--- src/rtl/silife_pkg.sv ---
// Shared constants for the silife grid scheduler: sequencer state codes and counter widths.
package silife_pkg;

   typedef logic [1:0] seq_state_t;

   localparam seq_state_t IDLE  = 2'd0;
   localparam seq_state_t START = 2'd1;
   localparam seq_state_t GEN   = 2'd2;
   localparam seq_state_t WAIT  = 2'd3;

   localparam int unsigned GEN_COUNT_BITS = 16;

endpackage : silife_pkg

--- src/rtl/silife_rr_arbiter2.sv ---
// Two-requester round-robin arbiter with registered grants and a registered, held address output.
module silife_rr_arbiter2 #(
   parameter int unsigned ADDR_BITS = 5
) (
   input  logic                 clk,
   input  logic                 reset,
   input  logic                 i_req0,
   input  logic [ADDR_BITS-1:0] i_addr0,
   input  logic                 i_req1,
   input  logic [ADDR_BITS-1:0] i_addr1,
   output logic                 o_grant0,
   output logic                 o_grant1,
   output logic                 o_valid,
   output logic [ADDR_BITS-1:0] o_addr
);

   logic                 r_grant0;
   logic                 r_grant1;
   logic                 r_valid;
   logic [ADDR_BITS-1:0] r_addr;
   logic                 r_last1;   // 1: requester 1 was granted most recently

   logic                 w_win0;
   logic                 w_win1;

   // Requester 0 wins when alone or when requester 1 had the last grant on a tie.
   always_comb begin
      w_win0 = i_req0 && (!i_req1 || r_last1);
      w_win1 = i_req1 && !w_win0;
   end

   // Register the decision; the address and last-granted flag move only on an actual grant.
   always_ff @(posedge clk) begin
      if (reset) begin
         r_grant0 <= 1'b0;
         r_grant1 <= 1'b0;
         r_valid  <= 1'b0;
         r_addr   <= '0;
         r_last1  <= 1'b1;
      end else begin
         r_grant0 <= w_win0;
         r_grant1 <= w_win1;
         r_valid  <= w_win0 || w_win1;
         if (w_win0) begin
            r_addr  <= i_addr0;
            r_last1 <= 1'b0;
         end else if (w_win1) begin
            r_addr  <= i_addr1;
            r_last1 <= 1'b1;
         end
      end
   end

   assign o_grant0 = r_grant0;
   assign o_grant1 = r_grant1;
   assign o_valid  = r_valid;
   assign o_addr   = r_addr;

endmodule : silife_rr_arbiter2

--- src/rtl/silife_grid_scheduler.sv ---
// Paces life-grid generations, tracks the engine, counts generations and shares the row-read port.
module silife_grid_scheduler
   import silife_pkg::*;
#(
   parameter int unsigned HEIGHT      = 32,
   parameter int unsigned PERIOD_BITS = 24
) (
   input  logic                         clk,
   input  logic                         reset,
   input  logic                         i_run,
   input  logic                         i_step,
   input  logic [PERIOD_BITS-1:0]       i_period,
   output logic                         o_gen_start,
   input  logic                         i_gen_busy,
   input  logic                         i_gen_req,
   input  logic [$clog2(HEIGHT)-1:0]    i_gen_row,
   output logic                         o_gen_grant,
   input  logic                         i_disp_req,
   input  logic [$clog2(HEIGHT)-1:0]    i_disp_row,
   output logic                         o_disp_grant,
   output logic                         o_mem_rd,
   output logic [$clog2(HEIGHT)-1:0]    o_mem_row,
   output logic [GEN_COUNT_BITS-1:0]    o_generation,
   output logic                         o_busy
);

   localparam int unsigned ROW_BITS = $clog2(HEIGHT);

   seq_state_t                r_state;
   logic [PERIOD_BITS-1:0]    r_wait_cnt;
   logic [GEN_COUNT_BITS-1:0] r_generation;
   logic                      r_gen_armed;   // set after the first GEN cycle, whose busy is stale
   logic                      r_gen_start;
   logic                      r_busy;

   seq_state_t                w_state_next;
   logic [PERIOD_BITS-1:0]    w_wait_cnt_next;
   logic [GEN_COUNT_BITS-1:0] w_generation_next;
   logic                      w_gen_armed_next;

   // Sequencer next-state, period countdown and generation count.
   always_comb begin
      w_state_next      = r_state;
      w_wait_cnt_next   = r_wait_cnt;
      w_generation_next = r_generation;
      w_gen_armed_next  = r_gen_armed;
      case (r_state)
         IDLE: begin
            if (i_run || i_step) begin
               w_state_next = START;
            end
         end
         START: begin
            w_state_next     = GEN;
            w_gen_armed_next = 1'b0;
         end
         GEN: begin
            if (!r_gen_armed) begin
               w_gen_armed_next = 1'b1;
            end else if (!i_gen_busy) begin
               w_generation_next = r_generation + GEN_COUNT_BITS'(1);
               if (i_run) begin
                  w_state_next    = WAIT;
                  w_wait_cnt_next = i_period;
               end else begin
                  w_state_next = IDLE;
               end
            end
         end
         WAIT: begin
            if (!i_run) begin
               w_state_next    = IDLE;
               w_wait_cnt_next = '0;
            end else if (r_wait_cnt == '0) begin
               w_state_next = START;
            end else begin
               w_wait_cnt_next = r_wait_cnt - PERIOD_BITS'(1);
            end
         end
         default: begin
            w_state_next = IDLE;
         end
      endcase
   end

   // Sequencer state register; start pulse and busy are registered from the next state.
   always_ff @(posedge clk) begin
      if (reset) begin
         r_state      <= IDLE;
         r_wait_cnt   <= '0;
         r_generation <= '0;
         r_gen_armed  <= 1'b0;
         r_gen_start  <= 1'b0;
         r_busy       <= 1'b0;
      end else begin
         r_state      <= w_state_next;
         r_wait_cnt   <= w_wait_cnt_next;
         r_generation <= w_generation_next;
         r_gen_armed  <= w_gen_armed_next;
         r_gen_start  <= (w_state_next == START);
         r_busy       <= (w_state_next == START) || (w_state_next == GEN);
      end
   end

   assign o_gen_start  = r_gen_start;
   assign o_busy       = r_busy;
   assign o_generation = r_generation;

   // Engine is requester 0 so it wins the first tie after reset.
   silife_rr_arbiter2 #(
      .ADDR_BITS (ROW_BITS)
   ) u_arb (
      .clk      (clk),
      .reset    (reset),
      .i_req0   (i_gen_req),
      .i_addr0  (i_gen_row),
      .i_req1   (i_disp_req),
      .i_addr1  (i_disp_row),
      .o_grant0 (o_gen_grant),
      .o_grant1 (o_disp_grant),
      .o_valid  (o_mem_rd),
      .o_addr   (o_mem_row)
   );

endmodule : silife_grid_scheduler

--- config.mk ---
export PLATFORM = sky130hd
export DESIGN_NAME = silife_grid_scheduler
export DESIGN_NICKNAME = d
export VERILOG_FILES = /design/src/rtl/silife_pkg.sv /design/src/rtl/silife_rr_arbiter2.sv /design/src/rtl/silife_grid_scheduler.sv
export SDC_FILE = /design/constraint.sdc
export NUM_CORES = 1
export LEC_CHECK = 0
export CAP_MARGIN = 10
export CORE_MARGIN = 2
export CORE_UTILIZATION = 46
export CTS_CLUSTER_SIZE = 40
export DETAILED_ROUTE_END_ITERATION = 8
export PLACE_DENSITY_LB_ADDON = 0.05
export SETUP_SLACK_MARGIN = 0.5
export SYNTH_ARGS = -nofsm -noshare
export SYNTH_HDL_FRONTEND = slang
export SYNTH_SLANG_ARGS = --single-unit
--- constraint.sdc ---
create_clock -name clk -period 2.15 [get_ports clk]
set_clock_uncertainty 0.2 [all_clocks]
set_input_delay 0.645 -clock clk [delete_from_list [all_inputs] [get_ports clk]]
set_output_delay 0.645 -clock clk [all_outputs]
set_load 0.01 [all_outputs]
Word-level counts from Yosys, hierarchy flattened
Cells that the tools add are included.
{"block": "classes", "n_addsub": 2, "reduce_logical": 15, "n_bitwise": 1, "eq_ne": 9, "muxes": 18}
{"op": "24-bit 2-to-1 mux", "n": 5}
{"op": "24-bit one-hot mux with 2 select lines", "n": 1}
{"op": "24-bit logical NOT", "n": 1}
{"op": "24-bit by 1-bit subtractor with 24-bit output, second input constant", "n": 1}
{"op": "16-bit by 1-bit adder with 16-bit output, second input constant", "n": 1}
{"op": "2-bit 2-to-1 mux", "n": 6}
{"op": "5-bit 2-to-1 mux", "n": 2}
{"op": "2-bit one-hot mux with 4 select lines", "n": 1}
{"op": "2-bit equality test, second input constant", "n": 3}
{"op": "2-bit inequality test, second input constant", "n": 3}
{"op": "2-bit nonzero test", "n": 3}
{"op": "5-bit AND reduction", "n": 1}
{"op": "2-bit by 1-bit equality test with 1-bit output, second input constant", "n": 2}
{"op": "1-bit logical OR", "n": 4}
{"op": "3-bit inequality test, second input constant", "n": 1}
{"op": "3-bit AND reduction", "n": 1}
{"op": "1-bit logical AND", "n": 2}
{"op": "1-bit logical NOT", "n": 2}
{"op": "2-bit logical NOT", "n": 1}
{"op": "1-bit 2-to-1 mux", "n": 2}
{"op": "1-bit one-hot mux with 2 select lines", "n": 1}
{"op": "1-bit NOT", "n": 1}
{"block": "word_totals", "word_cells": 56, "inputBits": 41, "register_bits": 54}

Logic depth before layout (Yosys ltp)
Gate-level depths: netlist of the first run.
{"block": "depth", "word_depth": 7, "mapped_depth": 10, "mapped_depth_nobuf": 9}

Cells and area by module
A second synthesis of the first run with hierarchy kept.
{"block": "hier_totals", "hier_cells": 352, "area_unflattened_um2": 2954.1}
{"module": "silife_grid_scheduler", "instances": 1, "cells_per_inst": 323, "area_per_inst_um2": 2632.5}
{"module": "silife_rr_arbiter2", "instances": 1, "cells_per_inst": 29, "area_per_inst_um2": 321.6}

Worst setup path before layout of the first run
No wires, ideal clock.
{"block": "synth_path", "kind": "flip-flop to flip-flop", "start": "register r_wait_cnt[0]", "end": "register r_busy, in the netlist o_busy", "stages_incl_launch_ff": 11, "setup_slack_ns": -0.140, "synth_period_minus_slack_ns": 2.290, "arrival_ns": 2.023, "setup_time_ns": 0.067, "path_cell_list": "dfxtp_1 -> inv_1 -> ha_1 -> nor3b_1 -> and4_1 -> buf_6 -> and3_2 -> o21ai_1 -> a21oi_1 -> ha_1 -> nor2_1"}
{"block": "synth_between", "elab_chain_cells": 6}
{"item": "start, declared", "line_no": "silife_grid_scheduler.sv:30", "text": "logic [PERIOD_BITS-1:0] r_wait_cnt;"}
{"item": "start signal, assigned", "line_no": "silife_grid_scheduler.sv:97", "text": "r_wait_cnt <= w_wait_cnt_next;"}
{"item": "24-bit logical NOT *", "line_no": "silife_grid_scheduler.sv:74", "text": "end else if (r_wait_cnt == '0) begin"}
{"item": "2-bit 2-to-1 mux *", "line_no": "silife_grid_scheduler.sv:74"}
{"item": "2-bit 2-to-1 mux *", "line_no": "silife_grid_scheduler.sv:71", "text": "if (!i_run) begin"}
{"item": "2-bit one-hot mux with 4 select lines *", "line_no": "silife_grid_scheduler.sv:47", "text": "case (r_state)"}
{"item": "via w_state_next[0]", "line_no": "silife_grid_scheduler.sv:36", "text": "seq_state_t w_state_next;"}
{"item": "2-bit by 1-bit equality test with 1-bit output or 2-bit equality test (tied branches)", "line_no": "silife_grid_scheduler.sv:101", "text": "r_busy <= (w_state_next == START) || (w_state_next == GEN);"}
{"item": "1-bit logical OR *", "line_no": "silife_grid_scheduler.sv:101"}
{"item": "end signal, assigned", "line_no": "silife_grid_scheduler.sv:101"}
{"item": "end, declared", "line_no": "silife_grid_scheduler.sv:34", "text": "logic r_busy;"}
Mark *: on every way through the listed nets, which the timed path passes. The rest lies on a longest branch.
A chain may end at the register's enable or synchronous reset.

Final worst setup path of the first run
{"block": "layout_path", "start": "register r_wait_cnt[15]", "end": "register r_wait_cnt[19]"}
{"block": "layout_between", "elab_chain_cells": 4}
{"item": "24-bit by 1-bit subtractor with 24-bit output", "line_no": "silife_grid_scheduler.sv:77", "text": "w_wait_cnt_next = r_wait_cnt - PERIOD_BITS'(1);"}
{"item": "24-bit 2-to-1 mux", "line_no": "silife_grid_scheduler.sv:74"}
{"item": "24-bit 2-to-1 mux", "line_no": "silife_grid_scheduler.sv:71"}
{"item": "24-bit one-hot mux with 2 select lines", "line_no": "silife_grid_scheduler.sv:47"}
Several ways; a longest one is shown, not always the timed one. The select of a mux whose other input is x is not followed.

==> summary.md, run 1 <==
| Metric | Value |
|---|---|
| Kind of cell adding the most delay to the critical path | simple AND/OR/NAND/NOR gates |
| Post-DP HPWL | 5740 um |
| Clock Latency Late Sink | 0.31 ns |
| Post-synth EDFFs | 0 |
| DR pass1 iterations | 4 |
| Largest net degree at the start of global routing | 19 |
| Post-DRT Antenna Nets | 0 |
| Nets | 550 |
| Buffers & Inverters on Critical Path | 0 |
| Total power draw | 0.00424 W |
| Initial antenna violation count | 0 |
| TritonCTS Sinks | 54 |
| Worst path max stage delay | 0.55 ns |
| Synth top area share | 36.3% |
| Syn nets | 411 |
| Cells after synthesis | 364 |
| Inst Count DP | 529 |
| Seq cells post-synth | 54 |
| Final period utilization | 96.1% |
| Post-synthesis compound-gate area fraction | 22.8% |
| Number of library cell types mapped by synthesis | 56 |
| Cell Pwr Density | 887 mW/mm^2 |
| Drt total wl | 9490 um |
| Mux contribution to synthesized area | under 10% |
| Final hold violation count | 0 |
| Via density per instance | approximately 5.7 |
| CTS max path bufs | 2 |
| Top post-synthesis cells by area | dfxtp_1 36%, nor2_1 6.3%, a21oi_1 5.2%, o21ai_0 5.0%, mux2i_1 3.0% |
| CTS Root Cell | clkbuf_8 |
| Sequential-to-total area share from yosys stat | 36.3% |
| Vias in the first global route | 3075 |
| IO Pins | 67 |
| Hold crit path type | flip-flop to flip-flop |
| Worst slew pin tran | 0.355 ns |
| Main combinational cell family by area after synthesis | simple AND/OR/NAND/NOR gates |
| Ant diodes | 0 |
| Rows | 29 |
| Peak supply drop | between 500 and 600 uV |
| Core area | roughly 0.0063 sq mm |
| Worst setup SP type | flip-flop |
| Layout cells sized above 1 | 46.0% |
| R2R cell count | 5 |
| Grt total ovfl | 0 |
| Post-synthesis xor/xnor area fraction | 4.11% |
| Die area | 0.00714 sq mm |
| CP Depth | 5 |
| WL/cell | 16.3 um |
| RePlAce Congestion | ~0.88 |
| Mean area per synthesized cell | 8.19 sq um |
| Worst hold slack | 0.312 ns |
| Worst EP required | 2.20 ns |
| Post-Synth Adder-Cell Area | 2.52% |
| Clock-pin slew on the worst setup and hold paths | 0.10 ns |
| DRT iter0 DRCs | between 100 and 150 |
| I/O Buffers | 66 |
| Leakage | 1.96 nW |
| Max Cap Violations | 0 |
| Post-Synthesis Cell Area | 0.00298 sq mm |
| Hold Path Stages | 2 |
| Final Critical Period | 2.07 ns |
| Drc violations | 0 |
| Critical path, cell by cell | or4_4, or3_4, nor4_1, o21ai_0, a21oi_1 |
| Relative max-transition margin | approximately three quarters |
| CTS tree | done |
| Cts bufs inserted | 5 |
| Fmax | 484 MHz |
| Status | complete, no violations |
| Most common cell after layout, fill and taps aside | buf_4 |
| CP Max Fanout | 4 |
| Highest-count cells in the layout ignoring fill and taps | 65 x buf_4, 47 x nor2_1, 35 x clkdlybuf4s50_1 |
| Max-slew violation count | 0 |
| Slowest CP cell | or4_4 |
| Yosys warns | 0 |
| Global-route wire length before repair | 14300 um |
| Non-Filler Instances | approximately 580 |
| Layout area overhead | 60.3% |
| Worst setup path class | flip-flop to flip-flop |
| Initial core utilization | 47.2% |
| Chip Width | about 85 um |
| Yosys top cell by area | dfxtp_1 |
| R2R Setup Slk | 0.08 ns |
| Total negative slack | 0 ns |
| Gr usage total | 24.4% |
| Depth of the CTS H-tree | 2 |
| Via count | around 3300 |
| CP Capture Type | flip-flop |
| Setup-failing EPs final | 0 |
| Async SR Flop Fraction | 0% |
| Synth Flop Type | dfxtp_1 |
| Crit path DAT | 2.12 ns |
| Synth Area in Simple Gates | 25.8% |
| RSZ-0062 raised after global routing | true |
| Die Span Y | 84.5 um |
## sequential cells by signal, indices dropped and copies added (netlist names)
name and cells:
o_busy 1, o_gen_start 1, o_generation 16, r_gen_armed 1, r_state 2, r_wait_cnt 24
u_arb.o_addr 5, u_arb.o_grant0 1, u_arb.o_grant1 1, u_arb.o_valid 1, u_arb.r_last1 1
## cell type report
class	instances	area [sq um]
clock inverters	1	5.00
repair buffers	150	1300
multi-input cells	280	2100
clock buffers	7	86.3
inverters	12	52.6
well taps	77	96.3
fillers	459	1530
flip-flops and latches	54	1140
## routing by layer
metal | wire length (um) | part of all wire (%) | global-route usage, %
met5 | 0 | 0 | 0
met4 | 188 | 2.0 | 7.22
met3 | 537 | 5.7 | 4.23
met2 | 4670 | 49 | 41.9
met1 | 4100 | 43 | 31.3
## through the flow
step	setup slack [ns]	instance area, sq um	util, %
CTS	0.128	4450	70.6
global route	0.0245	4780	75.7
floorplan	0.149	3100	-
finish	0.0848	4780	75.7
detailed placement	-0.502	4050	64.2
global placement	-0.404	4050	64.2
## synthesized netlist by cell type (all sizes together) (2+ instances only)
master   n
xnor2    5
a22o     3
dfxtp   54
or3b     2
and2     3
nand3    5
inv     12
or4      4
and4     3
a32o     4
ha       6
mux2i    9
and3b    2
or3      5
a31oi    6
nor4     9
nand4    5
o22ai    2
nor2    51
a211oi  11
nand2   23
a221oi   3
clkbuf  12
o21ai   33
a21oi   32
nor3     9
nor2b    9
and3    13
xor2     9
buf      8
## timing repair
| action | 4_1_cts | 5_1_grt |
|---|---|---|
| resized for setup | 179 | 63 |
| pin swaps | 23 | 36 |
| endpoints found under the setup margin | 75 | 54 |
| gates cloned | 1 | 1 |
| hold buffers | 0 | 0 |
| buffers inserted | 30 | 12 |
## power by group
part	switching (W)	internal, W	total [W]	leakage [nW]
Sequential	0.000116	0.00111	0.00123	0.454
Clock	0.000349	0.000261	0.000610	0.0482
Combinational	0.00116	0.00124	0.00240	1.46
## final timing paths
kind | to | start
max | r_wait_cnt[19]$_SDFFE_PP0P_ | r_wait_cnt[15]$_SDFFE_PP0P_
min reg2reg | o_generation[15]$_SDFFE_PP0P_ | o_generation[15]$_SDFFE_PP0P_
max reg2reg | r_wait_cnt[19]$_SDFFE_PP0P_ | r_wait_cnt[15]$_SDFFE_PP0P_
min | o_generation[15]$_SDFFE_PP0P_ | o_generation[15]$_SDFFE_PP0P_
## worst register-to-register path: cells and delay by family, from the launching register on
family / cells / cell delay, ns
compound gates: 2 / 0.25
flops: 1 / 0.37
simple gates: 3 / 1.19
## cell families after synthesis
family | count (synthesis)
compound gates | 103
xor+xnor | 14
fa+ha+maj | 6
buf+inv | 32
flops | 54
mux | 9
simple gates | 146
(Power assumes the default switching activity.)
==> run 2, diff against run 1 <==
Settings changed: CORE_MARGIN 2 to not set, RECOVER_POWER set to 100, TNS_END_PERCENT set to 1.
==> run 2 against run 1 <==
Register-to-register slack better by 0.05 ns; global-route usage down 0.37 points; hold slack worse by 0.0071 ns; die area down 4.7%; core utilization down 7.1 points; final cell count down 7.1%; critical endpoint is now o_gen_grant.
==> summary.md, run 2 (synthesis gave the netlist of run 1 again) <==
| Metric | Value |
|---|---|
| Die area | 0.00681 sq mm (was 0.00714 sq mm) |
| Ant diodes | 0 (unchanged) |
| Max-slew violation count | 0 (unchanged) |
| Cell Pwr Density | 879 mW/mm^2 (was 887 mW/mm^2) |
| Worst EP required | 1.30 ns (was 2.20 ns) |
| Peak supply drop | 529 uV (was 561 uV) |
| WL/cell | 14.9 um (was 16.3 um) |
| Final Instance Area | 0.00418 sq mm (was 0.00478 sq mm) |
| Initial core utilization | 48.9% (was 47.2%) |
| Post-DRT Antenna Nets | 0 (unchanged) |
| DR pass1 iterations | 4 (unchanged) |
| Depth of the CTS H-tree | 2 (unchanged) |
| Placement Cell Area | 0.00401 sq mm (was 0.00405 sq mm) |
| CP Max Fanout | 1 (was 4) |
| Drt total wl | 8040 um (was 9490 um) |
| Initial antenna violation count | 0 (unchanged) |
| Status | complete, no violations (unchanged) |
| CTS tree | done (unchanged) |
| Via count | 3023 (was 3284) |
| CTS Root Cell | clkbuf_8 (unchanged) |
| Critical path, cell by cell | dlygate4sd3_1 (was or4_4, or3_4, nor4_1, o21ai_0, a21oi_1) |
| Highest-count cells in the layout ignoring fill and taps | 50 x nor2_1, 49 x dfxtp_1, 36 x clkdlybuf4s50_1 (was 65 x buf_4, 47 x nor2_1, 35 x clkdlybuf4s50_1) |
| Relative max-transition margin | 69.2% (was 76.3%) |
| Fmax | 479 MHz (was 484 MHz) |
| Die Span Y | 82.5 um (was 84.5 um) |
| Worst r2r src | r_wait_cnt[14]$_SDFFE_PP0P_ (was r_wait_cnt[15]$_SDFFE_PP0P_) |
| Core area | 0.00610 sq mm (was 0.00631 sq mm) |
| Worst slew pin tran | 0.462 ns (was 0.355 ns) |
| Hold crit path type | flip-flop to flip-flop (unchanged) |
| Final Util | 68.6% (was 75.7%) |
| Worst setup SP type | flip-flop (unchanged) |
| Final Critical Period | 2.09 ns (was 2.07 ns) |
| CP Capture Type | output port (was flip-flop) |
| NetSw | 0.00137 W (was 0.00162 W) |
| Global-route wire length before repair | 12500 um (was 14300 um) |
| Buffers & Inverters on Critical Path | 1 (was 0) |
| Beginning of the critical path | u_arb.o_grant0$_SDFF_PP0_ (was r_wait_cnt[15]$_SDFFE_PP0P_) |
| Clock Latency Late Sink | 0.32 ns (was 0.31 ns) |
| CP endpoint | o_gen_grant (was r_wait_cnt[19]$_SDFFE_PP0P_) |
| Largest net degree at the start of global routing | 29 (was 19) |
| Worst hold slack | 0.304 ns (was 0.312 ns) |
| DRT iter0 DRCs | 175 (was 143) |
| Layout area overhead | 40.2% (was 60.3%) |
| Worst path max stage delay | 0.60 ns (was 0.55 ns) |
| Rows | 28 (was 29) |
| CP Depth | 1 (was 5) |
| Kind of cell adding the most delay to the critical path | buffers and inverters (was simple AND/OR/NAND/NOR gates) |
| TritonCTS Sinks | 54 (unchanged) |
| Most common cell after layout, fill and taps aside | nor2_1 (was buf_4) |
| Sequential power share | 32.9% (was 28.9%) |
| Cts bufs inserted | 5 (unchanged) |
| Slowest CP cell | dlygate4sd3_1 (was or4_4) |
| Drc violations | 0 (unchanged) |
| Gr usage total | 24.0% (was 24.4%) |
| Nets | 511 (was 550) |
| R2R cell count | 5 (unchanged) |
| Chip Width | 82.5 um (was 84.5 um) |
| DP Worst Slack | -0.464 ns (was -0.502 ns) |
| Smallest setup slack after layout | 0.0639 ns (was 0.0848 ns) |
| Reg with most FFs | r_wait_cnt (unchanged) |
| R2R Setup Slk | 0.13 ns (was 0.08 ns) |
| Final hold violation count | 0 (unchanged) |
| I/O Buffers | 66 (unchanged) |
| Final period utilization | 97.0% (was 96.1%) |
| Clock-pin slew on the worst setup and hold paths | 0.11 ns (was 0.10 ns) |
| Grt total ovfl | 0 (unchanged) |
| Combinational power share | 48.0% (was 56.7%) |
| RSZ-0062 raised after global routing | true (unchanged) |
| Setup-failing EPs final | 0 (unchanged) |
| Max Cap Violations | 0 (unchanged) |
| Vias in the first global route | 2807 (was 3075) |
| CTS max path bufs | 2 (unchanged) |
| Max reg flops | 24 (unchanged) |
| Clock power frac | 19.1% (was 14.4%) |
| Leakage | 1.72 nW (was 1.96 nW) |
| RePlAce Congestion | 0.872 (was 0.880) |
| Total power draw | 0.00368 W (was 0.00424 W) |
| Worst setup path class | flip-flop to output port (was flip-flop to flip-flop) |
| Internal power | 0.00230 W (was 0.00262 W) |
| Reg2reg end | r_wait_cnt[19]$_SDFFE_PP0P_ (unchanged) |
| Sw frac | 37.4% (was 38.3%) |
| Crit path DAT | 1.24 ns (was 2.12 ns) |
| Layout cells sized above 1 | 20.0% (was 46.0%) |
| Post-DP HPWL | 5590 um (was 5740 um) |
| Via density per instance | 5.60 (was 5.65) |
| IO Pins | 67 (unchanged) |
## run 2: power by group through the flow
stage          clock, W  combinational (W)  sequential (W)
4_1_cts        0.000712            0.00174         0.00119
3_5_place_dp          0            0.00163         0.00121
3_3_place_gp          0            0.00161         0.00121
5_1_grt        0.000746            0.00193         0.00122
2_1_floorplan         0            0.00105         0.00121
6_report       0.000701            0.00176         0.00121
## run 2: per-layer routing
| metal | global-route usage (%) | wire, um | up-vias |
|---|---|---|---|
| met5 | 0 | 0 | - |
| met4 | 6.90 | 125 | 0 |
| met3 | 4.62 | 501 | 12 |
| met2 | 41.2 | 3770 | 91 |
| met1 | 30.4 | 3640 | 1400 |
| li1 | - | - | 1520 |
## run 2: repair_timing
item | 4_1_cts | 5_1_grt
setup buffers | 6 | 0
resized for setup | 51 | 12
cloned | 0 | 0
hold endpoints to repair | 0 | 0
pin swaps | 5 | 3
hold buffers | 0 | 0
endpoints found under the setup margin | 75 | 77
## run 2: worst min path at each step
stage	start	cells after the start	slack [ns]	end
after floorplan	r_wait_cnt[13]$_SDFFE_PP0P_	2	0.26	r_wait_cnt[13]$_SDFFE_PP0P_
after global placement	r_wait_cnt[13]$_SDFFE_PP0P_	2	0.27	r_wait_cnt[13]$_SDFFE_PP0P_
after detailed placement	r_wait_cnt[6]$_SDFFE_PP0P_	2	0.29	r_wait_cnt[6]$_SDFFE_PP0P_
after CTS	r_wait_cnt[6]$_SDFFE_PP0P_	2	0.30	r_wait_cnt[6]$_SDFFE_PP0P_
after global routing	r_wait_cnt[6]$_SDFFE_PP0P_	2	0.33	r_wait_cnt[6]$_SDFFE_PP0P_
final	r_wait_cnt[6]$_SDFFE_PP0P_	2	0.30	r_wait_cnt[6]$_SDFFE_PP0P_
## run 2: layout make-up
cell class	instances	area, sq um
tap	75	93.8
inverter	12	48.8
timing repair buffer	113	995
multi-input combinational	278	1850
sequential	54	1090
clock inverter	2	37.5
clock buffer	6	72.6
fill	561	1910
## run 2: per-stage QoR
step / cells / setup TNS (ns)
after global routing: 540 / 0
after floorplan: 364 / 0
after detailed placement: 526 / -11.87
after global placement: 526 / -10.03
final: 540 / 0
after CTS: 540 / 0
==> run 3, diff against run 2 <==
--- a/config.mk
+++ b/config.mk
@@ -7,5 +7,5 @@
 export LEC_CHECK = 0
 export CAP_MARGIN = 10
-export CORE_UTILIZATION = 46
+export CORE_UTILIZATION = 51
 export CTS_CLUSTER_SIZE = 40
 export DETAILED_ROUTE_END_ITERATION = 8
==> constraint.sdc (replaced) <==
create_clock -name clk -period 2.3 [get_ports clk]
set_clock_uncertainty 0.2 [all_clocks]
set_input_delay 0.69 -clock clk [delete_from_list [all_inputs] [get_ports clk]]
set_output_delay 0.69 -clock clk [all_outputs]
set_load 0.05 [all_outputs]
==> run 3 against run 2 <==
Combinational power is 3% higher; total power is 4.3% lower; core utilization is 4.5 points higher; critical path depth is 5 higher; first-iteration DRC count is 15% lower; critical endpoint is now r_wait_cnt[15]$_SDFFE_PP0P_; largest cell class unchanged; largest power group unchanged.
==> summary.md, run 3 (synthesis gave the netlist of run 1 again) <==
| Metric | Value |
|---|---|
| Sequential cell area | 0.00108 sq mm (was 0.00109 sq mm) |
| Max Cap Violations | 0 (unchanged) |
| CP Capture Type | flip-flop (was output port) |
| Fill cells | 473 (was 561) |
| Hold crit path type | flip-flop to flip-flop (unchanged) |
| Core area | 0.00557 sq mm (was 0.00610 sq mm) |
| NetSw | 0.00140 W (was 0.00137 W) |
| Relative max-transition margin | 59.2% (was 69.2%) |
| Die Span Y | 78.5 um (was 82.5 um) |
| TritonCTS Sinks | 54 (unchanged) |
| Max reg flops | 24 (unchanged) |
| CTS Hold Bufs | 0 (unchanged) |
| Crit path DAT | 2.17 ns (was 1.24 ns) |
| Leakage | 1.58 nW (was 1.72 nW) |
| Ant diodes | 0 (unchanged) |
| Layout area overhead | 36.7% (was 40.2%) |
| Total power draw | 0.00352 W (was 0.00368 W) |
| Initial core utilization | 53.5% (was 48.9%) |
| Highest-count cells in the layout ignoring fill and taps | 51 x dfxtp_1, 49 x nor2_1, 35 x clkdlybuf4s50_1 (was 50 x nor2_1, 49 x dfxtp_1, 36 x clkdlybuf4s50_1) |
| Rows | 27 (was 28) |
| DR pass1 iterations | 5 (was 4) |
| Peak supply drop | 616 uV (was 529 uV) |
| Clock-pin slew on the worst setup and hold paths | 0.10 ns (was 0.11 ns) |
| Fmax | 461 MHz |
| CP Max Fanout | 6 (was 1) |
| Die area | 0.00616 sq mm (was 0.00681 sq mm) |
| Sequential power share | 32.2% (was 32.9%) |
| DRT iter0 DRCs | 149 (was 175) |
| Max-slew violation count | 0 (unchanged) |
| Depth of the CTS H-tree | 2 (unchanged) |
| Via density per instance | 5.77 (was 5.60) |
| Internal power | 0.00212 W (was 0.00230 W) |
| Global-route wire length before repair | 13200 um (was 12500 um) |
| Grt total ovfl | 0 (unchanged) |
| Reg with most FFs | r_wait_cnt (unchanged) |
| I/O Buffers | 66 (unchanged) |
| Nets | 510 (was 511) |
| Layout cells sized above 1 | 21.1% (was 20.0%) |
| Final hold violation count | 0 (unchanged) |
| Area of the multi-input gates | 0.00187 sq mm (was 0.00185 sq mm) |
| Clock power frac | 16.1% (was 19.1%) |
| Worst setup SP type | flip-flop (unchanged) |
| Final period utilization | 94.4% |
| Initial antenna violation count | 0 (unchanged) |
| CTS max path bufs | 2 (unchanged) |
| Cts bufs inserted | 5 (unchanged) |
| Vias in the first global route | 2889 (was 2807) |
| Worst slew pin tran | 0.615 ns (was 0.462 ns) |
| RSZ-0062 raised after global routing | true (unchanged) |
| Largest net degree at the start of global routing | 32 (was 29) |
| Critical path, cell by cell | inv_1, ha_4, mux2i_4, or4_1, o221ai_1, a21oi_1 (was dlygate4sd3_1) |
| RePlAce Congestion | 0.808 (was 0.872) |
| WL/cell | 15.1 um (was 14.9 um) |
| Final Critical Period | 2.17 ns |
| Clock Latency Late Sink | 0.31 ns (was 0.32 ns) |
| Most common cell after layout, fill and taps aside | dfxtp_1 (was nor2_1) |
| Sw frac | 39.7% (was 37.4%) |
| Drc violations | 0 (unchanged) |
| Gr usage total | 27.0% (was 24.0%) |
| Combinational power share | 51.7% (was 48.0%) |
| Slowest CP cell | or4_1 (was dlygate4sd3_1) |
| Post-DP HPWL | 5590 um (about the same) |
| CTS Root Cell | clkbuf_8 (unchanged) |
| Total negative slack | 0 ns (unchanged) |
| Chip Width | 78.5 um (was 82.5 um) |
| Worst setup path class | flip-flop to flip-flop (was flip-flop to output port) |
| Worst path max stage delay | 0.51 ns (was 0.60 ns) |
| Buffers & Inverters on Critical Path | 1 (unchanged) |
| Post-DRT Antenna Nets | 0 (unchanged) |
| Worst EP required | 2.30 ns (was 1.30 ns) |
| Kind of cell adding the most delay to the critical path | simple AND/OR/NAND/NOR gates (was buffers and inverters) |
| CTS tree | done (unchanged) |
| Via count | 3094 (was 3023) |
| Status | complete, no violations (unchanged) |
| IO Pins | 67 (unchanged) |
| Setup-failing EPs final | 0 (unchanged) |
| Cell Pwr Density | 863 mW/mm^2 (was 879 mW/mm^2) |
| Drt total wl | 8080 um (was 8040 um) |
## run 3: changes by cell type in the layout (fill, tap and decap cells not counted), moves of 2 or more
cell	delta
buf_4	+3
clkbuf_1	+19
dfxtp_1	+2
dfxtp_2	-2
dlygate4sd2_1	-27
nor2_2	+2
## run 3: final cells by class
cell class | instances | area share, %
Clock buffer | 6 | 2.03
Clock inverter | 2 | 0.307
Tap cell | 72 | 2.21
Sequential cell | 54 | 26.6
Inverter | 12 | 1.17
Timing Repair Buffer | 112 | 21.7
Multi-Input combinational cell | 278 | 45.9
## run 3: what timing repair did
action,4_1_cts,5_1_grt
pin swaps,10,7
endpoints found under the hold margin,0,0
resized for setup,24,14
endpoints found under the setup margin,62,64
setup buffers,5,4
## run 3: per-layer routing
layer / vias to the layer above / global-route usage [%] / share of wire [%]
met4: 0 / 9.07 / 1.6
met5: - / 0 / 0
li1: 1523 / - / -
met2: 122 / 45.2 / 47
met1: 1433 / 34.1 / 45
met3: 16 / 6.16 / 6.4
## run 3: path summary, 6_finish.rpt
check                                                 from  slack (ns)                           to  cells after the start
worst max-delay path                 r_state[0]$_SDFF_PP0_        0.13  r_wait_cnt[15]$_SDFFE_PP0P_                      6
worst min-delay path            r_wait_cnt[6]$_SDFFE_PP0P_        0.30   r_wait_cnt[6]$_SDFFE_PP0P_                      2
worst max register to register       r_state[0]$_SDFF_PP0_        0.13  r_wait_cnt[15]$_SDFFE_PP0P_                      6
worst min register to register  r_wait_cnt[6]$_SDFFE_PP0P_        0.30   r_wait_cnt[6]$_SDFFE_PP0P_                      2
## run 3: power by group through the flow
stage               Clock (W)  Sequential, W  Combinational (W)
floorplan                   0        0.00121           0.000983
global placement            0        0.00114            0.00156
detailed placement          0        0.00114            0.00159
CTS                  0.000578        0.00112            0.00171
global route         0.000614        0.00115            0.00196
finish               0.000565        0.00113            0.00182
## run 3: stage by stage
| step | area, sq um | hold WS (ns) | instances | worst slack, ns | util, % |
|---|---|---|---|---|---|
| final | 4080 | 0.301 | 536 | 0.129 | 73.1 |
| after global routing | 4080 | 0.329 | 536 | 0.0827 | 73.1 |
| after CTS | 4110 | 0.303 | 532 | 0.242 | 73.7 |
| after detailed placement | 3910 | 0.280 | 519 | -0.362 | 70.1 |
| after global placement | 3910 | 0.270 | 519 | -0.284 | 70.1 |
| after floorplan | 3020 | 0.258 | 364 | 0.254 | - |
## run 3: worst min-delay path: stages (launching register included)
cell and delay [ns]:
dfxtp_1 0.33, o21ai_0 0.07, a21oi_1 0.07
